--- src/rtl/rob_commit_ctrl.sv ---
// -----------------------------------------------------------------------------
// rob_commit_ctrl
// In-order retirement sequencer for the ROB head. Waits for the head entry to
// be done, optionally gates a store on the memory-side acknowledge, retires the
// entry in a single COMMIT cycle (regfile write + ROB dequeue pulse) and, for a
// taken branch, follows with a multi-cycle flush and a one-cycle fetch redirect.
// All outputs are registered; they are computed from the next state so that
// they line up with the state they belong to.
// -----------------------------------------------------------------------------
module rob_commit_ctrl #(
    parameter int FLUSH_CYCLES = 2,
    parameter int CNT_W        = 64
) (
    input  logic             clk,
    input  logic             rst,
    input  logic             head_valid_i,
    input  logic             head_done_i,
    input  logic             head_is_store_i,
    input  logic             head_br_en_i,
    input  logic [31:0]      head_pc_new_i,
    input  logic             head_regf_we_i,
    input  logic [4:0]       head_rd_addr_i,
    input  logic [31:0]      head_rd_data_i,
    input  logic [4:0]       head_rob_idx_i,
    input  logic             store_ack_i,
    output logic             dequeue_o,
    output logic             regf_we_o,
    output logic [4:0]       regf_rd_addr_o,
    output logic [31:0]      regf_rd_data_o,
    output logic [4:0]       commit_rob_idx_o,
    output logic             store_req_o,
    output logic             flush_o,
    output logic             redirect_valid_o,
    output logic [31:0]      redirect_pc_o,
    output logic [CNT_W-1:0] commit_count_o
);

    // Flush counter counts down from FLUSH_CYCLES-1 to 0 while in FLUSH.
    localparam int FC_W = (FLUSH_CYCLES > 1) ? $clog2(FLUSH_CYCLES) : 1;

    typedef enum logic [1:0] {
        ST_IDLE   = 2'd0,
        ST_STORE  = 2'd1,
        ST_COMMIT = 2'd2,
        ST_FLUSH  = 2'd3
    } state_t;

    state_t            state_r;
    state_t            state_s;

    // Head fields captured when the entry is accepted in IDLE.
    logic              lat_br_r;
    logic [31:0]       lat_pc_r;
    logic              lat_we_r;
    logic [4:0]        lat_rd_r;
    logic [31:0]       lat_data_r;
    logic [4:0]        lat_idx_r;

    // Values the latch will hold after the current edge.
    logic              lat_br_s;
    logic [31:0]       lat_pc_s;
    logic              lat_we_s;
    logic [4:0]        lat_rd_s;
    logic [31:0]       lat_data_s;
    logic [4:0]        lat_idx_s;

    logic              head_take_s;
    logic [FC_W-1:0]   flush_cnt_r;
    logic [FC_W-1:0]   flush_cnt_s;
    logic [CNT_W-1:0]  count_r;
    logic [CNT_W-1:0]  count_s;

    // Registered outputs and their next values.
    logic              dequeue_r;
    logic              dequeue_s;
    logic              regf_we_r;
    logic              regf_we_s;
    logic [4:0]        regf_rd_addr_r;
    logic [4:0]        regf_rd_addr_s;
    logic [31:0]       regf_rd_data_r;
    logic [31:0]       regf_rd_data_s;
    logic [4:0]        commit_idx_r;
    logic [4:0]        commit_idx_s;
    logic              store_req_r;
    logic              store_req_s;
    logic              flush_r;
    logic              flush_s;
    logic              redirect_valid_r;
    logic              redirect_valid_s;
    logic [31:0]       redirect_pc_r;
    logic [31:0]       redirect_pc_s;

    // Head is only looked at in IDLE, and only when it is both valid and done.
    always_comb begin
        head_take_s = (state_r == ST_IDLE) && head_valid_i && head_done_i;
    end

    // Next latched head fields; stores never write the regfile and x0 writes are dropped.
    always_comb begin
        lat_br_s   = lat_br_r;
        lat_pc_s   = lat_pc_r;
        lat_we_s   = lat_we_r;
        lat_rd_s   = lat_rd_r;
        lat_data_s = lat_data_r;
        lat_idx_s  = lat_idx_r;
        if (head_take_s) begin
            lat_br_s   = head_br_en_i;
            lat_pc_s   = head_pc_new_i;
            lat_we_s   = head_regf_we_i && !head_is_store_i && (head_rd_addr_i != 5'd0);
            lat_rd_s   = head_rd_addr_i;
            lat_data_s = head_rd_data_i;
            lat_idx_s  = head_rob_idx_i;
        end else begin
            lat_br_s   = lat_br_r;
        end
    end

    // Next-state logic for the retirement sequencer.
    always_comb begin
        state_s = state_r;
        case (state_r)
            ST_IDLE: begin
                if (head_take_s) begin
                    state_s = head_is_store_i ? ST_STORE : ST_COMMIT;
                end else begin
                    state_s = ST_IDLE;
                end
            end
            ST_STORE: begin
                if (store_ack_i) begin
                    state_s = ST_COMMIT;
                end else begin
                    state_s = ST_STORE;
                end
            end
            ST_COMMIT: begin
                if (lat_br_r) begin
                    state_s = ST_FLUSH;
                end else begin
                    state_s = ST_IDLE;
                end
            end
            ST_FLUSH: begin
                if (flush_cnt_r == {FC_W{1'b0}}) begin
                    state_s = ST_IDLE;
                end else begin
                    state_s = ST_FLUSH;
                end
            end
            default: begin
                state_s = ST_IDLE;
            end
        endcase
    end

    // Flush length counter and retired-instruction counter next values.
    always_comb begin
        flush_cnt_s = flush_cnt_r;
        count_s     = count_r;
        if ((state_r == ST_COMMIT) && (state_s == ST_FLUSH)) begin
            flush_cnt_s = FC_W'(FLUSH_CYCLES - 1);
        end else if ((state_r == ST_FLUSH) && (flush_cnt_r != {FC_W{1'b0}})) begin
            flush_cnt_s = flush_cnt_r - {{(FC_W-1){1'b0}}, 1'b1};
        end else begin
            flush_cnt_s = flush_cnt_r;
        end
        if (state_r == ST_COMMIT) begin
            count_s = count_r + {{(CNT_W-1){1'b0}}, 1'b1};
        end else begin
            count_s = count_r;
        end
    end

    // Output values for the cycle that follows this edge (Moore on next state).
    always_comb begin
        dequeue_s        = 1'b0;
        regf_we_s        = 1'b0;
        regf_rd_addr_s   = regf_rd_addr_r;
        regf_rd_data_s   = regf_rd_data_r;
        commit_idx_s     = commit_idx_r;
        store_req_s      = 1'b0;
        flush_s          = 1'b0;
        redirect_valid_s = 1'b0;
        redirect_pc_s    = redirect_pc_r;
        case (state_s)
            ST_STORE: begin
                store_req_s = 1'b1;
            end
            ST_COMMIT: begin
                dequeue_s      = 1'b1;
                regf_we_s      = lat_we_s;
                regf_rd_addr_s = lat_rd_s;
                regf_rd_data_s = lat_data_s;
                commit_idx_s   = lat_idx_s;
            end
            ST_FLUSH: begin
                flush_s = 1'b1;
                if (state_r == ST_COMMIT) begin
                    redirect_valid_s = 1'b1;
                    redirect_pc_s    = lat_pc_r;
                end else begin
                    redirect_valid_s = 1'b0;
                end
            end
            default: begin
                dequeue_s = 1'b0;
            end
        endcase
    end

    // State, flush counter and retire counter registers.
    always_ff @(posedge clk or posedge rst) begin
        if (rst) begin
            state_r     <= ST_IDLE;
            flush_cnt_r <= {FC_W{1'b0}};
            count_r     <= {CNT_W{1'b0}};
        end else begin
            state_r     <= state_s;
            flush_cnt_r <= flush_cnt_s;
            count_r     <= count_s;
        end
    end

    // Latched copy of the accepted head entry.
    always_ff @(posedge clk or posedge rst) begin
        if (rst) begin
            lat_br_r   <= 1'b0;
            lat_pc_r   <= 32'd0;
            lat_we_r   <= 1'b0;
            lat_rd_r   <= 5'd0;
            lat_data_r <= 32'd0;
            lat_idx_r  <= 5'd0;
        end else begin
            lat_br_r   <= lat_br_s;
            lat_pc_r   <= lat_pc_s;
            lat_we_r   <= lat_we_s;
            lat_rd_r   <= lat_rd_s;
            lat_data_r <= lat_data_s;
            lat_idx_r  <= lat_idx_s;
        end
    end

    // Output registers.
    always_ff @(posedge clk or posedge rst) begin
        if (rst) begin
            dequeue_r        <= 1'b0;
            regf_we_r        <= 1'b0;
            regf_rd_addr_r   <= 5'd0;
            regf_rd_data_r   <= 32'd0;
            commit_idx_r     <= 5'd0;
            store_req_r      <= 1'b0;
            flush_r          <= 1'b0;
            redirect_valid_r <= 1'b0;
            redirect_pc_r    <= 32'd0;
        end else begin
            dequeue_r        <= dequeue_s;
            regf_we_r        <= regf_we_s;
            regf_rd_addr_r   <= regf_rd_addr_s;
            regf_rd_data_r   <= regf_rd_data_s;
            commit_idx_r     <= commit_idx_s;
            store_req_r      <= store_req_s;
            flush_r          <= flush_s;
            redirect_valid_r <= redirect_valid_s;
            redirect_pc_r    <= redirect_pc_s;
        end
    end

    assign dequeue_o        = dequeue_r;
    assign regf_we_o        = regf_we_r;
    assign regf_rd_addr_o   = regf_rd_addr_r;
    assign regf_rd_data_o   = regf_rd_data_r;
    assign commit_rob_idx_o = commit_idx_r;
    assign store_req_o      = store_req_r;
    assign flush_o          = flush_r;
    assign redirect_valid_o = redirect_valid_r;
    assign redirect_pc_o    = redirect_pc_r;
    assign commit_count_o   = count_r;

endmodule
--- config.mk ---
export PLATFORM = sky130hd
export DESIGN_NAME = rob_commit_ctrl
export DESIGN_NICKNAME = d
export VERILOG_FILES = /design/src/rtl/rob_commit_ctrl.sv
export SDC_FILE = /design/constraint.sdc
export NUM_CORES = 1
export LEC_CHECK = 0
export CAP_MARGIN = 30
export CORE_MARGIN = 2
export CORE_UTILIZATION = 44
export DETAILED_ROUTE_END_ITERATION = 10
export HOLD_SLACK_MARGIN = 0.06
export PLACE_DENSITY = 0.87
export SLEW_MARGIN = 15
export SYNTH_ARGS = -nofsm -noshare
export SYNTH_HDL_FRONTEND = slang
export SYNTH_SLANG_ARGS = --single-unit
--- constraint.sdc ---
create_clock -name clk -period 6.96 [get_ports clk]
set_input_delay 0.696 -clock clk [delete_from_list [all_inputs] [get_ports clk]]
set_output_delay 0.696 -clock clk [all_outputs]
set_load 0.05 [all_outputs]
==> results of run 1 <==
synth_stat cells:
library cell,count,area share
sky130_fd_sc_hd__nor2b_1,4,0.0028
sky130_fd_sc_hd__buf_1,8,0.0034
sky130_fd_sc_hd__and4_2,1,0.0011
sky130_fd_sc_hd__or3_1,1,0.00070
sky130_fd_sc_hd__and3_1,5,0.0035
sky130_fd_sc_hd__buf_6,2,0.0025
sky130_fd_sc_hd__or3_4,1,0.0013
sky130_fd_sc_hd__ha_1,1,0.0014
sky130_fd_sc_hd__nand4b_1,1,0.00098
sky130_fd_sc_hd__or4_4,1,0.0013
sky130_fd_sc_hd__o2bb2ai_1,1,0.00098
sky130_fd_sc_hd__nand4_1,19,0.013
sky130_fd_sc_hd__nand4_4,1,0.0024
sky130_fd_sc_hd__a21oi_1,3,0.0017
sky130_fd_sc_hd__nor4b_1,2,0.0020
sky130_fd_sc_hd__xor2_1,34,0.033
sky130_fd_sc_hd__or4_1,2,0.0017
sky130_fd_sc_hd__dfrtp_1,222,0.62
sky130_fd_sc_hd__nor2_1,22,0.0093
sky130_fd_sc_hd__clkbuf_2,1,0.00056
sky130_fd_sc_hd__nand2_1,255,0.11
sky130_fd_sc_hd__a21o_1,1,0.00084
sky130_fd_sc_hd__and4_1,5,0.0049
sky130_fd_sc_hd__nor4_2,2,0.0028
sky130_fd_sc_hd__xnor2_1,29,0.029
sky130_fd_sc_hd__or2_2,1,0.00070
sky130_fd_sc_hd__mux2_2,75,0.095
sky130_fd_sc_hd__nor4_4,2,0.0048
sky130_fd_sc_hd__and2_1,1,0.00070
sky130_fd_sc_hd__inv_1,11,0.0046
sky130_fd_sc_hd__mux2i_1,1,0.0011
sky130_fd_sc_hd__nor3_1,21,0.012
sky130_fd_sc_hd__nor4_1,9,0.0063
sky130_fd_sc_hd__clkbuf_1,17,0.0072
sky130_fd_sc_hd__nand2b_1,1,0.00070
sky130_fd_sc_hd__buf_2,2,0.0011
sky130_fd_sc_hd__nand3_1,17,0.0096
sky130_fd_sc_hd__buf_12,1,0.0022
sky130_fd_sc_hd__o21ai_0,3,0.0017
routing by layer:
metal	track usage	vias up
met5	0	-
li1	-	3053
met4	0.0563	0
met3	0.0341	33
met2	0.325	208
met1	0.265	3185
report_power, final:
group | switching (mW) | leakage, nW | internal [mW] | total (mW)
Sequential | 0.216 | 2.86 | 1.72 | 1.94
Combinational | 1.23 | 2.47 | 0.721 | 1.95
Clock | 0.490 | 0.409 | 0.843 | 1.33
Total | 1.94 | 5.75 | 3.29 | 5.23
cell families after synthesis:
group	synth area share
xor gates and xnor gates	0.0620
adders and majority gates	0.00140
DFF	0.624
and+or+nand+nor	0.190
AOI/OAI and AO/OA	0.00520
muxes	0.0960
buffers and inverters	0.0216
critical path, stage by stage (launching register included):
cell and delay [ns]:
sky130_fd_sc_hd__dfrtp_1 0.45, sky130_fd_sc_hd__nor2_1 0.38, sky130_fd_sc_hd__and3_2 0.24, sky130_fd_sc_hd__buf_4 0.62
sky130_fd_sc_hd__nand2b_1 0.16, sky130_fd_sc_hd__a21o_2 0.38, sky130_fd_sc_hd__buf_12 0.23, sky130_fd_sc_hd__mux2_2 0.29
stage by stage:
stage	hold WS, ns	area [um2]
after floorplan	0.437	8910
after global placement	0.449	11400
after detailed placement	0.454	11400
after CTS	0.469	12300
after global routing	0.487	12300
final	0.467	12300
final cells by class:
class	count	area, um2
Sequential cell	222	5560
Tap cell	270	338
Multi-Input combinational cell	522	3170
Clock inverter	9	174
Fill cell	1615	7750
Clock buffer	31	656
Inverter	11	48.8
Timing Repair Buffer	231	2350
worst min path at each step:
stage	slack (ns)	from	endpoint
after global placement	0.45	lat_data_r[29]	lat_data_r[29]
after CTS	0.47	lat_data_r[30]	lat_data_r[30]
after global routing	0.49	lat_data_r[1]	lat_data_r[1]
final	0.47	lat_pc_r[18]	lat_pc_r[18]
after floorplan	0.44	lat_data_r[0]	lat_data_r[0]
after detailed placement	0.45	lat_data_r[30]	lat_data_r[30]
state kept, by name (all words and copies together) (netlist names):
register,flops
flush_cnt_r,1
state_r,2
lat_pc_r,32
commit_rob_idx_o,5
regf_rd_addr_o,5
lat_rd_r,5
commit_count_o,64
lat_idx_r,5
lat_data_r,32
store_req_o,1
lat_we_r,1
regf_we_o,1
flush_o,1
redirect_pc_o,32
lat_br_r,1
redirect_valid_o,1
regf_rd_data_o,32
dequeue_o,1
==> results.toml, run 1 <==
[placement]
port-buffer-count = 224
placed_cells_incl_taps = 1255
pre_cts_ws_ns = 3.71
hpwl_reported_at_the_end_of_detailed_placement_mm = 14.1
gp_congestion = 0.813

[drt]
dr.first_iter.drc_count = 408
detail_route.wirelength_mm = 20.6
detail_route.wl_per_cell_um = 15.9
wl_met1_mm = 8.73
detail_route.vias_per_cell = 5.00
dr.max_layer_used = "met4"
met2_length_mm = 10.2
detail_route.first_pass.iterations = 4
antenna_left = 0
met3RoutedLength_mm = 1.21
drc_errors = 0
detailroute.via_count = 6479

[cts]
cts_tree = "built"
clock_path_buffers = 3
cts-buffers-inserted = 23
worstSkewPairLatency_ns = 0.50
clkSinkCount = 222
clock_tree.htree_level_count = 1
cts_root_buffer = "sky130_fd_sc_hd__clkbuf_16"
post_cts.repair.setup_buffers = 0
clk_pin_slew_worst_paths_ns = 0.06
post_cts_resized = 0
postCtsHoldBufs = 0

[global_route]
total_gr_overflow = 0
first_global_vias = 6643
groute.usage.overall = 0.195
grt_antenna_before_repair = 0
grt_pass1_wl_mm = 34.3
grt_max_degree = 98

[critical_path]
cp_max_fo = 77
timing.rr.end = "regf_rd_data_o[18]"
critical_path.endpoint_type = "flip-flop"
setup.worst_path.start = "state_r[1]"
cp_data_required_time_ns = 7.35
setup_slack_reg_to_reg_ns = 3.98
r2r.worst_path.cells = 7
r2r-start = "state_r[1]"
cp-endpoint = "regf_rd_data_o[18]"
arrival_ns = 3.37
startpoint_type = "flip-flop"
timing_worst_setup_path_type = "flip-flop to flip-flop"

[synthesis]
post_synth_inst_count = 786
syn-mean-instance-area_um2 = 11.3
synth-warning-count = 0
syn-num-nets = 869
netlist-cell-type-count = 39
ys_seq_area_frac = 0.624
synth.ff_latch_count = 222
netlist_area_um2 = 8910

[die]
design.portCount = 225
start_util = 0.444
fp-row-count = 52
total_die_area_um2 = 21400
core-area_um2 = 20000
floorplan.die.height_um = 146
fp.dieW_um = 146

[job]
timing.max_cap.violations = 0

[layout]
final_core_utilization = 0.613
stdcell_count = 1296
antenna-diode-count = 0
nets = 1094
layout_commonest_cell = "sky130_fd_sc_hd__nand2_1"
ratio_of_cells_with_drive_above_1_in_the_final_layout = 0.129
area_delta_synth_final_pct = 37.9
most-common-layout-cells = "255 x sky130_fd_sc_hd__nand2_1, 224 x sky130_fd_sc_hd__clkdlybuf4s50_1, 222 x sky130_fd_sc_hd__dfrtp_1, 75 x sky130_fd_sc_hd__mux2_2, 34 x sky130_fd_sc_hd__xor2_1"

[power]
powerDensity_nw_per_um2 = 425
vdd_ir_drop_max_mv = 0.354
leakage_nw = 5.75
overall_power_consumption_mw = 5.23

[sta]
timing.slew.headroom = 0.438
report.final.setup_viol = 0
min_period_over_period = 0.429
period_needed_ns = 2.98
rsz0062_at_grt = "false"
fin_tns_setup_ns = 0
max_freq_mhz = 335
hold_viol = 0
fin_ws_ns = 3.98
finClkSkew_ns = 0.0124
slew_violations = 0
timing_worst_slew_pin_value_ns = 0.843

[hold_path]
min_path_type = "flip-flop to flip-flop"
hold_path_depth = 2

[outcome]
outcome = "complete, no violations"
Power figures use the tool's default switching activity.
==> inputs of run 2 (changes only) <==
==> constraint.sdc (replaced) <==
create_clock -name clk -period 2.7 [get_ports clk]
set_input_delay 0.27 -clock clk [delete_from_list [all_inputs] [get_ports clk]]
set_output_delay 0.27 -clock clk [all_outputs]
set_load 0.05 [all_outputs]
==> run 2 against run 1 <==
Against the previous run:
- worst hold slack worse by 0.19 ns
- final area shrank 0.33%
- combinational power grew to 2.6 times the previous value
- highest routed layer unchanged
- wire length up 1.3%
- clock-buffer cell count grew 7
- clock skew decreased by 0.0078 ns
- largest power group unchanged
- via count is 0.52% lower
- sequential power rose to 2.6 times the previous value
==> results.toml, run 2 (same netlist as run 1, synthesis figures left out) <==
[drt]
antenna_left = 0
detail_route.wl_per_cell_um = 16.0
detail_route.vias_per_cell = 4.94
dr.first_iter.drc_count = 411
detail_route.wirelength_mm = 20.9
detail_route.first_pass.iterations = 4
drc_errors = 0
detailroute.via_count = 6445

[sta]
period_needed_ns = 2.47
min_period_over_period = 0.915
report.final.setup_viol = 0
max_freq_mhz = 405
final.hold.worst_slack_ns = 0.272
slew_violations = 0
fin_tns_setup_ns = 0
rsz0062_at_grt = "false"
hold_viol = 0
finClkSkew_ns = 0.00466
timing.slew.headroom = 0.425
timing_worst_slew_pin_value_ns = 0.863

[critical_path]
startpoint_type = "flip-flop"
arrival_ns = 2.89
timing_worst_setup_path_type = "flip-flop to flip-flop"
cp_max_fo = 16
cp_data_required_time_ns = 3.12
critical_path.endpoint_type = "flip-flop"

[cts]
post_cts_resized = 0
cts_root_buffer = "sky130_fd_sc_hd__clkbuf_16"
clk_pin_slew_worst_paths_ns = 0.06
clkSinkCount = 222
clock_path_buffers = 3
cts_tree = "built"
postCtsHoldBufs = 0
cts-buffers-inserted = 24
worstSkewPairLatency_ns = 0.50
clock_tree.htree_level_count = 1
post_cts.repair.setup_buffers = 0

[global_route]
gr-usage-met3 = 0.0516
grt_use_met2 = 0.332
groute.layer.met1.usage = 0.244
first_global_vias = 6903
grt_antenna_before_repair = 1
total_gr_overflow = 0
grt_pass1_wl_mm = 34.8
grt_max_degree = 114
grt.busiest_layer = "met2"
groute.usage.overall = 0.198

[die]
fp.dieW_um = 146
core-area_um2 = 20000
total_die_area_um2 = 21400
floorplan.die.height_um = 146
fp-row-count = 52
design.portCount = 225
start_util = 0.444

[hold_path]
min_path_type = "primary input to asynchronous set/reset pin"

[power]
leakage_nw = 5.72
vdd_ir_drop_max_mv = 0.921
powerDensity_nw_per_um2 = 1080

[placement]
gp_congestion = 0.840
hpwl_reported_at_the_end_of_detailed_placement_mm = 14.5
port-buffer-count = 224
placed_cell_area_um2 = 11500
placed_cells_incl_taps = 1263

[layout]
stdcell_count = 1305
ratio_of_cells_with_drive_above_1_in_the_final_layout = 0.130
largest_register_ff_count = 64
nets = 1102
area_delta_synth_final_pct = 37.5
layout_commonest_cell = "sky130_fd_sc_hd__nand2_1"
most-common-layout-cells = "255 x sky130_fd_sc_hd__nand2_1, 224 x sky130_fd_sc_hd__clkdlybuf4s50_1, 222 x sky130_fd_sc_hd__dfrtp_1, 75 x sky130_fd_sc_hd__mux2_2, 34 x sky130_fd_sc_hd__xor2_1"
fillers = 1624
final_cell_area_um2 = 12200

[outcome]
outcome = "complete, no violations"

[job]
timing.max_cap.violations = 0
run 2: changes by cell type in the layout (fill, tap and decap cells not counted), sizes merged:
cell / change
buf: +7
clkbuf: +7
bufinv: -4
clkinv: -2
clkinvlp: +1
diode: +1
inv: -1
run 2: final timing paths:
check,start,cells past startpoint,slack [ns],to
min in group clk,head_pc_new_i[7],3,0.29,lat_pc_r[7]
setup / recovery,commit_count_o[11],5,0.23,commit_count_o[55]
setup reg to reg,commit_count_o[11],5,0.23,commit_count_o[55]
max in group asynchronous,rst,3,1.88,lat_data_r[18]
hold / removal,rst,3,0.27,lat_data_r[26]
hold reg to reg,lat_data_r[27],2,0.47,lat_data_r[27]
run 2: cell type report:
type,count,area [um2],share of cell area
multi-input combinational,522,3170,0.259
sequential,222,5560,0.454
clock buffer,38,714,0.0583
clock inverter,3,43.8,0.00358
antenna,1,2.50,0.000204
tap,270,338,0.0276
timing repair buffer,238,2370,0.194
inverter,11,45.0,0.00368
run 2: critical path, cell delays in order, from the launching register on:
cell and delay [ns]:
sky130_fd_sc_hd__dfrtp_1 0.47, sky130_fd_sc_hd__nand4_4 0.16, sky130_fd_sc_hd__or3_4 0.42, sky130_fd_sc_hd__or4_4 0.66, sky130_fd_sc_hd__nor4_1 0.46, sky130_fd_sc_hd__xor2_1 0.20
run 2: through the flow:
step / setup slack, ns / total power, mW / utilization
6_report: 0.228 / 13.2 / 0.611
5_1_grt: 0.0498 / 13.9 / 0.611
4_1_cts: 0.223 / 13.4 / 0.611
3_5_place_dp: 0.239 / 10.2 / 0.573
3_3_place_gp: 0.373 / 9.98 / 0.573
2_1_floorplan: -0.466 / 8.36 / -
run 2: per-layer routing:
layer / vias to the layer above / wire length (um)
met3: 53 / 1350
met4: 0 / 786
li1: 3061 / -
met5: - / 0
met1: 3151 / 8450
met2: 180 / 10300
run 2: power breakdown:
group / switching (mW) / internal (mW) / total [mW]
logic: 3.22 / 1.88 / 5.09
clock network: 1.24 / 1.90 / 3.14
registers: 0.535 / 4.44 / 4.98
total: 4.99 / 8.22 / 13.2
==> inputs of run 3 (changes only) <==
--- a/config.mk
+++ b/config.mk
@@ -7,10 +7,10 @@
 export LEC_CHECK = 0
 export CAP_MARGIN = 30
 export CORE_MARGIN = 2
-export CORE_UTILIZATION = 44
+export CORE_UTILIZATION = 32
 export DETAILED_ROUTE_END_ITERATION = 10
 export HOLD_SLACK_MARGIN = 0.06
-export PLACE_DENSITY = 0.87
+export PLACE_DENSITY = 0.69
 export SLEW_MARGIN = 15
 export SYNTH_ARGS = -nofsm -noshare
 export SYNTH_HDL_FRONTEND = slang
==> run 3 against run 2 <==
Against the previous run:
- cell count is 8.8% higher
- core utilization is 16 points lower
- wire length is 4.1% higher
==> results.toml, run 3 (same netlist as run 1, synthesis figures left out) <==
[outcome]
outcome = "complete, no violations"

[drt]
detail_route.wirelength_mm = 21.8
detail_route.wl_per_cell_um = 15.3
detailroute.via_count = 6424
drc_errors = 0
detail_route.first_pass.iterations = 4
antenna_left = 0
dr.first_iter.drc_count = 353
detail_route.vias_per_cell = 4.52

[critical_path]
startpoint_type = "flip-flop"
arrival_ns = 2.85
crit_family = "simple AND/OR/NAND/NOR gates"
timing.critical_path.buf_inv = 0
critical_path_max_stage_delay_ns = 0.67
cp_cell_sequence = "nand4_4, or3_4, or4_4, nor4b_1, xor2_1"
cp_data_required_time_ns = 3.14
critical_path.endpoint_type = "flip-flop"
cp_max_fo = 16
crit_path_top_delay_cell = "sky130_fd_sc_hd__or4_4"
timing_worst_setup_path_type = "flip-flop to flip-flop"

[power]
leakage_nw = 5.80
powerDensity_nw_per_um2 = 1080
vdd_ir_drop_max_mv = 0.765

[sta]
max_freq_mhz = 414
rsz0062_at_grt = "false"
fin_tns_setup_ns = 0
slew_violations = 0
timing.slew.headroom = 0.427
min_period_over_period = 0.894
report.final.setup_viol = 0
period_needed_ns = 2.41
finClkSkew_ns = 0.00698
final.hold.worst_slack_ns = 0.172
timing_worst_slew_pin_value_ns = 0.859
hold_viol = 0

[cts]
clock_tree.htree_level_count = 1
clk_pin_slew_worst_paths_ns = 0.06
postCtsHoldBufs = 0
cts_tree = "built"
worstSkewPairLatency_ns = 0.52
cts-buffers-inserted = 25
clkSinkCount = 222
cts_root_buffer = "sky130_fd_sc_hd__clkbuf_16"
clock_path_buffers = 3
post_cts_resized = 0
post_cts.repair.setup_buffers = 0

[placement]
gp_congestion = 0.771
hpwl_reported_at_the_end_of_detailed_placement_mm = 15.1
port-buffer-count = 224

[global_route]
grt_antenna_before_repair = 1
grt_pass1_wl_mm = 35.8
grt_max_degree = 77
groute.layer.met1.usage = 0.204
first_global_vias = 6707
gr-usage-met3 = 0.0393
grt_use_met2 = 0.241
groute.usage.overall = 0.152
grt.busiest_layer = "met2"
total_gr_overflow = 0

[die]
floorplan.die.height_um = 171
fp-row-count = 61
total_die_area_um2 = 29200
fp.dieW_um = 171
core-area_um2 = 27600
design.portCount = 225
start_util = 0.322

[job]
timing.max_cap.violations = 0

[layout]
area_delta_synth_final_pct = 40.7
largest_register_ff_count = 64
ratio_of_cells_with_drive_above_1_in_the_final_layout = 0.141
nets = 1106
layout_commonest_cell = "sky130_fd_sc_hd__nand2_1"
fillers = 2622
final-seq-area_um2 = 5560
multiInputGateArea_um2 = 3170
most-common-layout-cells = "255 x sky130_fd_sc_hd__nand2_1, 224 x sky130_fd_sc_hd__clkdlybuf4s50_1, 222 x sky130_fd_sc_hd__dfrtp_1, 75 x sky130_fd_sc_hd__mux2_2, 34 x sky130_fd_sc_hd__xor2_1"

[hold_path]
min_path_type = "primary input to asynchronous set/reset pin"
==> run 3: cell count changes in the layout (fill, tap and decap cells not counted), sizes merged <==
cell      change
clkbuf        -4
clkinvlp      +2
clkinv        +3
inv           +1
buf           +3
bufinv        +2
==> run 3: cell type report <==
| cell class | instances | area share |
|---|---|---|
| Sequential cell | 222 | 0.443 |
| Multi-Input combinational cell | 522 | 0.253 |
| Timing Repair Buffer | 241 | 0.193 |
| Clock buffer | 34 | 0.0574 |
| Tap cell | 378 | 0.0378 |
| Clock inverter | 11 | 0.0111 |
| Inverter | 11 | 0.00360 |
| Antenna cell | 1 | 0.000200 |
==> run 3: report_power, final <==
part	switching [mW]	internal, mW
logic	3.23	1.89
clock network	1.35	2.15
registers	0.532	4.44
total	5.11	8.48
==> run 3: per-layer routing <==
metal	share of wire	wire (um)
met2	0.46	10000
met5	0	0
met3	0.068	1470
met1	0.45	9740
met4	0.023	506
==> run 3: worst register-to-register path, cell delays in order, from the launching register on <==
cell	delay (ns)
sky130_fd_sc_hd__dfrtp_1	0.47
sky130_fd_sc_hd__nand4_4	0.17
sky130_fd_sc_hd__or3_4	0.44
sky130_fd_sc_hd__or4_4	0.67
sky130_fd_sc_hd__nor4b_1	0.43
sky130_fd_sc_hd__xor2_1	0.17
==> run 3: worst paths after layout <==
check / end / cells after the start / from / slack [ns]
max in group asynchronous: redirect_pc_o[14] / 3 / rst / 1.76
worst min register to register: lat_pc_r[14] / 2 / lat_pc_r[14] / 0.47
worst min-delay path: regf_rd_data_o[0] / 2 / rst / 0.17
min in group clk: lat_pc_r[4] / 3 / head_pc_new_i[4] / 0.28
worst max register to register: commit_count_o[59] / 5 / commit_count_o[11] / 0.29
worst max-delay path: commit_count_o[59] / 5 / commit_count_o[11] / 0.29
==> run 3: through the flow <==
step / std cells / power, mW / area, um2 / util / setup WS, ns
floorplan: 786 / 8.36 / 8910 / - / -0.466
global placement: 1373 / 10.1 / 11600 / 0.422 / 0.171
detailed placement: 1374 / 10.2 / 11700 / 0.422 / 0.299
CTS: 1419 / 13.8 / 12500 / 0.453 / 0.293
global route: 1420 / 14.3 / 12500 / 0.453 / 0.0997
finish: 1420 / 13.6 / 12500 / 0.453 / 0.287
